==> src/rtl/boolean_expr_sweep_ctrl_pkg.sv <==
// Shared types and sizes for the boolean_expr truth-table sweep controller.
// Latency: n/a (declarations only).
// Backpressure: n/a.
package bool_sweep_pkg;

    typedef enum logic [1:0] {
        IDLE   = 2'd0,
        WAIT   = 2'd1,
        SAMPLE = 2'd2,
        DONE   = 2'd3
    } state_e;

    localparam int NUM_VECTORS = 16;
    localparam int VEC_W       = 4;
    localparam int CNT_W       = 5;
    // 16 mismatches must be representable, hence one bit more than VEC_W
    localparam int MM_W        = 5;

endpackage

==> src/rtl/boolean_expr_sweep_ctrl_if.sv <==
// Bundle between the sweep controller and its caller / boolean_expr instance.
// Latency: n/a (wires only).
// Backpressure: none; start is simply ignored while a sweep is running.
interface boolean_expr_sweep_ctrl_if;
    import bool_sweep_pkg::*;

    logic                   start;
    logic [NUM_VECTORS-1:0] expected;
    logic                   y;
    logic                   a;
    logic                   b;
    logic                   c;
    logic                   d;
    logic                   busy;
    logic                   done;
    logic [NUM_VECTORS-1:0] table_out;
    logic                   match;
    logic [MM_W-1:0]        mismatch_cnt;
    logic [VEC_W-1:0]       first_fail;
    logic                   first_fail_valid;

    // Caller / environment side: requests sweeps and supplies y
    modport master (
        output start, expected, y,
        input  a, b, c, d, busy, done, table_out, match,
               mismatch_cnt, first_fail, first_fail_valid
    );

    // Controller side
    modport slave (
        input  start, expected, y,
        output a, b, c, d, busy, done, table_out, match,
               mismatch_cnt, first_fail, first_fail_valid
    );

endinterface

==> src/rtl/boolean_expr_sweep_ctrl.sv <==
// Steps {a,b,c,d} through all 16 vectors, samples y into a truth table, scores it vs expected.
// Latency: 16*(SETTLE+1) cycles from accepted start to the last capture; done one cycle later.
// Backpressure: start is only accepted in IDLE; requests during a sweep or DONE are dropped.
module boolean_expr_sweep_ctrl
    import bool_sweep_pkg::*;
#(
    parameter int SETTLE = 1
) (
    input  logic                        clk,
    input  logic                        rst_n,
    boolean_expr_sweep_ctrl_if.slave    bus
);

    localparam logic [CNT_W-1:0] CNT_RELOAD = CNT_W'(SETTLE - 1);
    localparam logic [VEC_W-1:0] LAST_IDX   = VEC_W'(NUM_VECTORS - 1);

    state_e                 state_q;
    logic [VEC_W-1:0]       idx_q;
    logic [VEC_W-1:0]       vec_q;
    logic [CNT_W-1:0]       cnt_q;
    logic [NUM_VECTORS-1:0] exp_q;
    logic [NUM_VECTORS-1:0] table_q;
    logic                   match_q;
    logic                   busy_q;
    logic                   done_q;
    logic [MM_W-1:0]        mm_q;
    logic [VEC_W-1:0]       ff_q;
    logic                   ffv_q;

    logic                   miss_d;
    logic [MM_W-1:0]        mm_d;

    // Score of the sample being taken this cycle; mm_d includes it so match can be decided on entry to DONE
    always_comb begin
        miss_d = bus.y ^ exp_q[idx_q];
        mm_d   = mm_q + MM_W'(miss_d);
    end

    // Sweep sequencer with registered vector, status and result outputs
    always_ff @(posedge clk or negedge rst_n) begin
        if (!rst_n) begin
            state_q <= IDLE;
            idx_q   <= '0;
            vec_q   <= '0;
            cnt_q   <= '0;
            exp_q   <= '0;
            table_q <= '0;
            match_q <= 1'b0;
            busy_q  <= 1'b0;
            done_q  <= 1'b0;
            mm_q    <= '0;
            ff_q    <= '0;
            ffv_q   <= 1'b0;
        end else begin
            case (state_q)
                IDLE: begin
                    if (bus.start) begin
                        state_q <= WAIT;
                        idx_q   <= '0;
                        vec_q   <= '0;
                        cnt_q   <= CNT_RELOAD;
                        exp_q   <= bus.expected;
                        table_q <= '0;
                        match_q <= 1'b0;
                        mm_q    <= '0;
                        ff_q    <= '0;
                        ffv_q   <= 1'b0;
                        busy_q  <= 1'b1;
                    end
                end
                WAIT: begin
                    if (cnt_q == '0) begin
                        state_q <= SAMPLE;
                    end else begin
                        cnt_q <= cnt_q - CNT_W'(1);
                    end
                end
                SAMPLE: begin
                    table_q[idx_q] <= bus.y;
                    if (miss_d) begin
                        mm_q <= mm_d;
                        if (!ffv_q) begin
                            ff_q  <= idx_q;
                            ffv_q <= 1'b1;
                        end
                    end
                    // Terminal test keeps idx from wrapping 15 -> 0 inside a sweep
                    if (idx_q == LAST_IDX) begin
                        state_q <= DONE;
                        busy_q  <= 1'b0;
                        done_q  <= 1'b1;
                        match_q <= (mm_d == '0);
                    end else begin
                        state_q <= WAIT;
                        idx_q   <= idx_q + VEC_W'(1);
                        vec_q   <= idx_q + VEC_W'(1);
                        cnt_q   <= CNT_RELOAD;
                    end
                end
                DONE: begin
                    state_q <= IDLE;
                    done_q  <= 1'b0;
                    vec_q   <= '0;
                end
                default: begin
                    state_q <= IDLE;
                end
            endcase
        end
    end

    assign bus.a                = vec_q[3];
    assign bus.b                = vec_q[2];
    assign bus.c                = vec_q[1];
    assign bus.d                = vec_q[0];
    assign bus.busy             = busy_q;
    assign bus.done             = done_q;
    assign bus.table_out        = table_q;
    assign bus.match            = match_q;
    assign bus.mismatch_cnt     = mm_q;
    assign bus.first_fail       = ff_q;
    assign bus.first_fail_valid = ffv_q;

endmodule

==> src/flat_wrapper.sv <==
// flat-port wrapper written by rule: the top's interface ports become plain ports
module boolean_expr_sweep_ctrl_flat import bool_sweep_pkg::*;
#(
    parameter int SETTLE = 1
)
  (clk, rst_n, bus_start, bus_expected, bus_y, bus_a, bus_b, bus_c, bus_d, bus_busy, bus_done, bus_table_out, bus_match, bus_mismatch_cnt, bus_first_fail, bus_first_fail_valid);
  boolean_expr_sweep_ctrl_if bus_i ();
  input  logic clk;
  input  logic rst_n;
  input wire logic [$bits(bus_i.start)-1:0] bus_start;
  input wire logic [$bits(bus_i.expected)-1:0] bus_expected;
  input wire logic [$bits(bus_i.y)-1:0] bus_y;
  output wire logic [$bits(bus_i.a)-1:0] bus_a;
  output wire logic [$bits(bus_i.b)-1:0] bus_b;
  output wire logic [$bits(bus_i.c)-1:0] bus_c;
  output wire logic [$bits(bus_i.d)-1:0] bus_d;
  output wire logic [$bits(bus_i.busy)-1:0] bus_busy;
  output wire logic [$bits(bus_i.done)-1:0] bus_done;
  output wire logic [$bits(bus_i.table_out)-1:0] bus_table_out;
  output wire logic [$bits(bus_i.match)-1:0] bus_match;
  output wire logic [$bits(bus_i.mismatch_cnt)-1:0] bus_mismatch_cnt;
  output wire logic [$bits(bus_i.first_fail)-1:0] bus_first_fail;
  output wire logic [$bits(bus_i.first_fail_valid)-1:0] bus_first_fail_valid;
  assign bus_i.start = bus_start;
  assign bus_i.expected = bus_expected;
  assign bus_i.y = bus_y;
  assign bus_a = bus_i.a;
  assign bus_b = bus_i.b;
  assign bus_c = bus_i.c;
  assign bus_d = bus_i.d;
  assign bus_busy = bus_i.busy;
  assign bus_done = bus_i.done;
  assign bus_table_out = bus_i.table_out;
  assign bus_match = bus_i.match;
  assign bus_mismatch_cnt = bus_i.mismatch_cnt;
  assign bus_first_fail = bus_i.first_fail;
  assign bus_first_fail_valid = bus_i.first_fail_valid;
  boolean_expr_sweep_ctrl #(.SETTLE(SETTLE)) u_core (.clk(clk), .rst_n(rst_n), .bus(bus_i));
endmodule
==> config.mk <==
export PLATFORM = sky130hd
export DESIGN_NAME = boolean_expr_sweep_ctrl_flat
export DESIGN_NICKNAME = d
export VERILOG_FILES = /design/src/rtl/boolean_expr_sweep_ctrl_pkg.sv /design/src/rtl/boolean_expr_sweep_ctrl_if.sv /design/src/rtl/boolean_expr_sweep_ctrl.sv /design/src/flat_wrapper.sv
export SDC_FILE = /design/constraint.sdc
export NUM_CORES = 1
export LEC_CHECK = 0
export CORE_MARGIN = 4
export CORE_UTILIZATION = 30
export DETAILED_ROUTE_END_ITERATION = 10
export PLACE_DENSITY = 0.47
export RECOVER_POWER = 50
export SLEW_MARGIN = 20
export SYNTH_ARGS = -nofsm -noshare
export SYNTH_HDL_FRONTEND = slang
export SYNTH_SLANG_ARGS = --single-unit
==> constraint.sdc <==
create_clock -name clk -period 3.45 [get_ports clk]
set_input_delay 0.5175 -clock clk [delete_from_list [all_inputs] [get_ports clk]]
set_output_delay 0.5175 -clock clk [all_outputs]
set_load 0.05 [all_outputs]
==> impl_metrics.toml <==
[power_and_ir_drop]
p_per_area_nw_per_um2 = 833.2
finalPower_mw = 3.437
max-vdd-ir-drop_uv = 304.9
p_leak_nw = 1.763

[logic_synthesis]
syn_avg_cell_area_sq_um = 10.24
syn_area_sq_um = 3318
syn_inst = 324
synthSimpleGateAreaFrac_pct = 16.18
synth_fp_nets = 357
synth_mux_area_share_pct = 11.99
synth_compound_area_share_pct = 15.31
synth_xor_area_share_pct = 1.282
synthAdderAreaFrac_pct = 4.902
synth_edf_count = 0
ys_warn_count = 0
ys_seq_elements = 60
synth_seq_area_share_pct = 45.25
synth.distinct_cells = 56
synth_top_family_by_area = "simple AND/OR/NAND/NOR gates"
synth_ff_type = "dfrtp_1"
async_reset_ff_share_pct = 100.0

[job]
max-cap-violations = 0

[cts]
numCtsBuffers = 9
cts_tree = "built"
clk_path_buf_depth = 2
clock-root-buffer = "clkbuf_8"
htreeDepth = 3
cts.repair.resized = 0
cts_hold_buffers = 0
clkSinkCount = 60
cts_setup_buffers = 0
clkTransAtPathRegs_ns = 0.07
clk_latency_ns = 0.34

[timing]
hold_slack_ns = 0.3281
worstMarginPinSlew_ns = 1.161
fin_crit_sh_pct = 89.79
slew_headroom_pct = 22.43
setup_viol = 0
drv_slew = 0
max_freq_mhz = 322.8
fin_setup_tns_ns = 0
rsz0062_at_grt = "no"
fin_ws_ns = 0.3521
hold_viol = 0
finClkSkew_ns = 0.01283
period_minus_slack_ns = 3.098

[critical_path]
cp.arrival_ns = 3.30
critPathKind = "reg -> reg"
startpoint_type = "register"
critPathCaptureType = "register"
path_max_fanout = 10
crit_required_ns = 3.65

[layout]
synthToLayoutAreaGrowth_pct = 24.32
num-nets-final = 404
layout.cells.most_common = "dfrtp_1"
diodes = 0
post-route-cell-area_sq_um = 4125
stdcell_count = 516
layout-drive-gt1-share_pct = 9.840
postLayoutCoreUtil_pct = 38.05
final_cell_mix = "dfrtp_1 (60), clkdlybuf4s50_1 (50), nand2_1 (43)"

[place]
dp_slack_ns = 0.3152
io_buffers = 52
postPlaceCellArea_sq_um = 3934
gp_congestion = 0.7334
hpwl_mm = 5.695
post-place-cells = 500

[floorplanning]
die_h_um = 113.2
dieArea_sq_um = 12810
core_area_sq_um = 10840
rows = 38
fp.dieW_um = 113.2
start_util_pct = 30.61
ios = 53

[route]
drt_iter0_markers = 87
top_layer = "met4"
met3_length_um = 312
drc = 0
drt-met1-wl_mm = 3.818
routed-wl-met2_mm = 3.843
drt-total-wl_mm = 8.060
viasPerCell = 5.074
dr_total_vias = 2618
wl_per_cell_um = 15.62
first_pass_iters = 4
antenna_left = 0

[min_path]
min_path_type = "in -> async"

[grt]
grt_max_degree = 42
overflow = 0
grt_pass1_wl_mm = 13.48
first_global_vias = 2571
antenna_found_initial = 0
groute.usage.overall_pct = 13.09

[run_status]
outcome = "finished clean"
-- state kept, by name, summed over array words and instances (netlist names) --
name	cells
u_core.bus.first_fail_valid	1
u_core.bus.table_out	16
u_core.bus.done	1
u_core.state_q	2
u_core.vec_q	4
u_core.cnt_q	5
u_core.bus.first_fail	4
u_core.bus.busy	1
u_core.bus.mismatch_cnt	5
u_core.idx_q	4
u_core.exp_q	16
u_core.bus.match	1
-- final cells by class --
class	instances	area, sq um
clock buffers	12	155.1
clock inverters	4	47.55
fillers	1137	6715
inverters	13	48.80
multi-input cells	229	1640
flip-flops and latches	60	1501
well taps	140	175.2
repair buffers	58	556.8
-- cell usage after synthesis, types with 2 or more instances --
library cell	n	share of area, %
o211ai_1	7	1.6
clkbuf_1	15	1.7
o21ai_0	2	0.30
mux4_1	3	2.4
a21boi_0	5	1.1
o22ai_1	3	0.57
a22o_1	9	2.4
nand2b_1	4	0.75
or3_1	3	0.57
xnor2_1	3	0.79
a31oi_1	3	0.57
mux4_2	2	1.4
buf_1	2	0.23
inv_1	12	1.4
o311ai_1	3	0.79
o21ai_1	24	3.6
dfrtp_1	60	45
a32o_1	2	0.60
nor3b_1	2	0.45
a21oi_1	7	1.1
nand2_1	42	4.8
nand3_1	17	2.6
nor2_1	13	1.5
nand2_4	2	0.68
ha_1	13	4.9
nand4_1	9	1.7
buf_6	3	1.0
nor3_1	3	0.45
mux2_1	12	4.1
nor2b_1	3	0.57
mux2i_1	6	1.8
a211o_1	2	0.53
mux2_2	5	1.7
-- critical path: stages, from the launching register on --
cell      delay (ns)
dfrtp_1         0.58
mux4_1          0.60
mux4_2          0.49
xnor2_2         0.16
inv_2           0.16
ha_1            0.19
ha_1            0.22
nand3_1         0.11
o311ai_0        0.30
o211ai_1        0.14
-- path summary, 6_finish.rpt --
| kind | startpoint | endpoint | slack, ns | cells after the start |
|---|---|---|---|---|
| setup / recovery | u_core.idx_q[1] | u_core.bus.mismatch_cnt[4] | 0.35 | 9 |
| hold / removal | rst_n | u_core.cnt_q[2] | 0.33 | 1 |
| setup reg to reg | u_core.idx_q[1] | u_core.bus.mismatch_cnt[4] | 0.35 | 9 |
| hold reg to reg | u_core.bus.table_out[11] | u_core.bus.table_out[11] | 0.48 | 2 |
| max in group asynchronous | rst_n | u_core.bus.mismatch_cnt[4] | 1.51 | 2 |
| min in group clk | u_core.bus.table_out[11] | u_core.bus.table_out[11] | 0.48 | 2 |
-- layer usage --
layer  up-vias  GRT usage, %
li1       1270             -
met1      1285         17.65
met2        55         21.13
met3         8         3.209
met4         0         3.365
met5         -             0
-- where the power goes --
group | total (mW) | leakage (nW) | switching (mW) | internal (mW)
combinational | 1.70 | 0.877 | 1.04 | 0.663
sequential | 1.08 | 0.784 | 0.176 | 0.907
clock | 0.655 | 0.102 | 0.284 | 0.371
total | 3.44 | 1.76 | 1.50 | 1.94
-- logic make-up after synthesis --
group,Yosys count
simple gates,108
compound gates,75
flops,60
mux,29
fa+ha+maj,13
buf+inv,35
xor+xnor,4
Power figures use the tool's default switching activity.
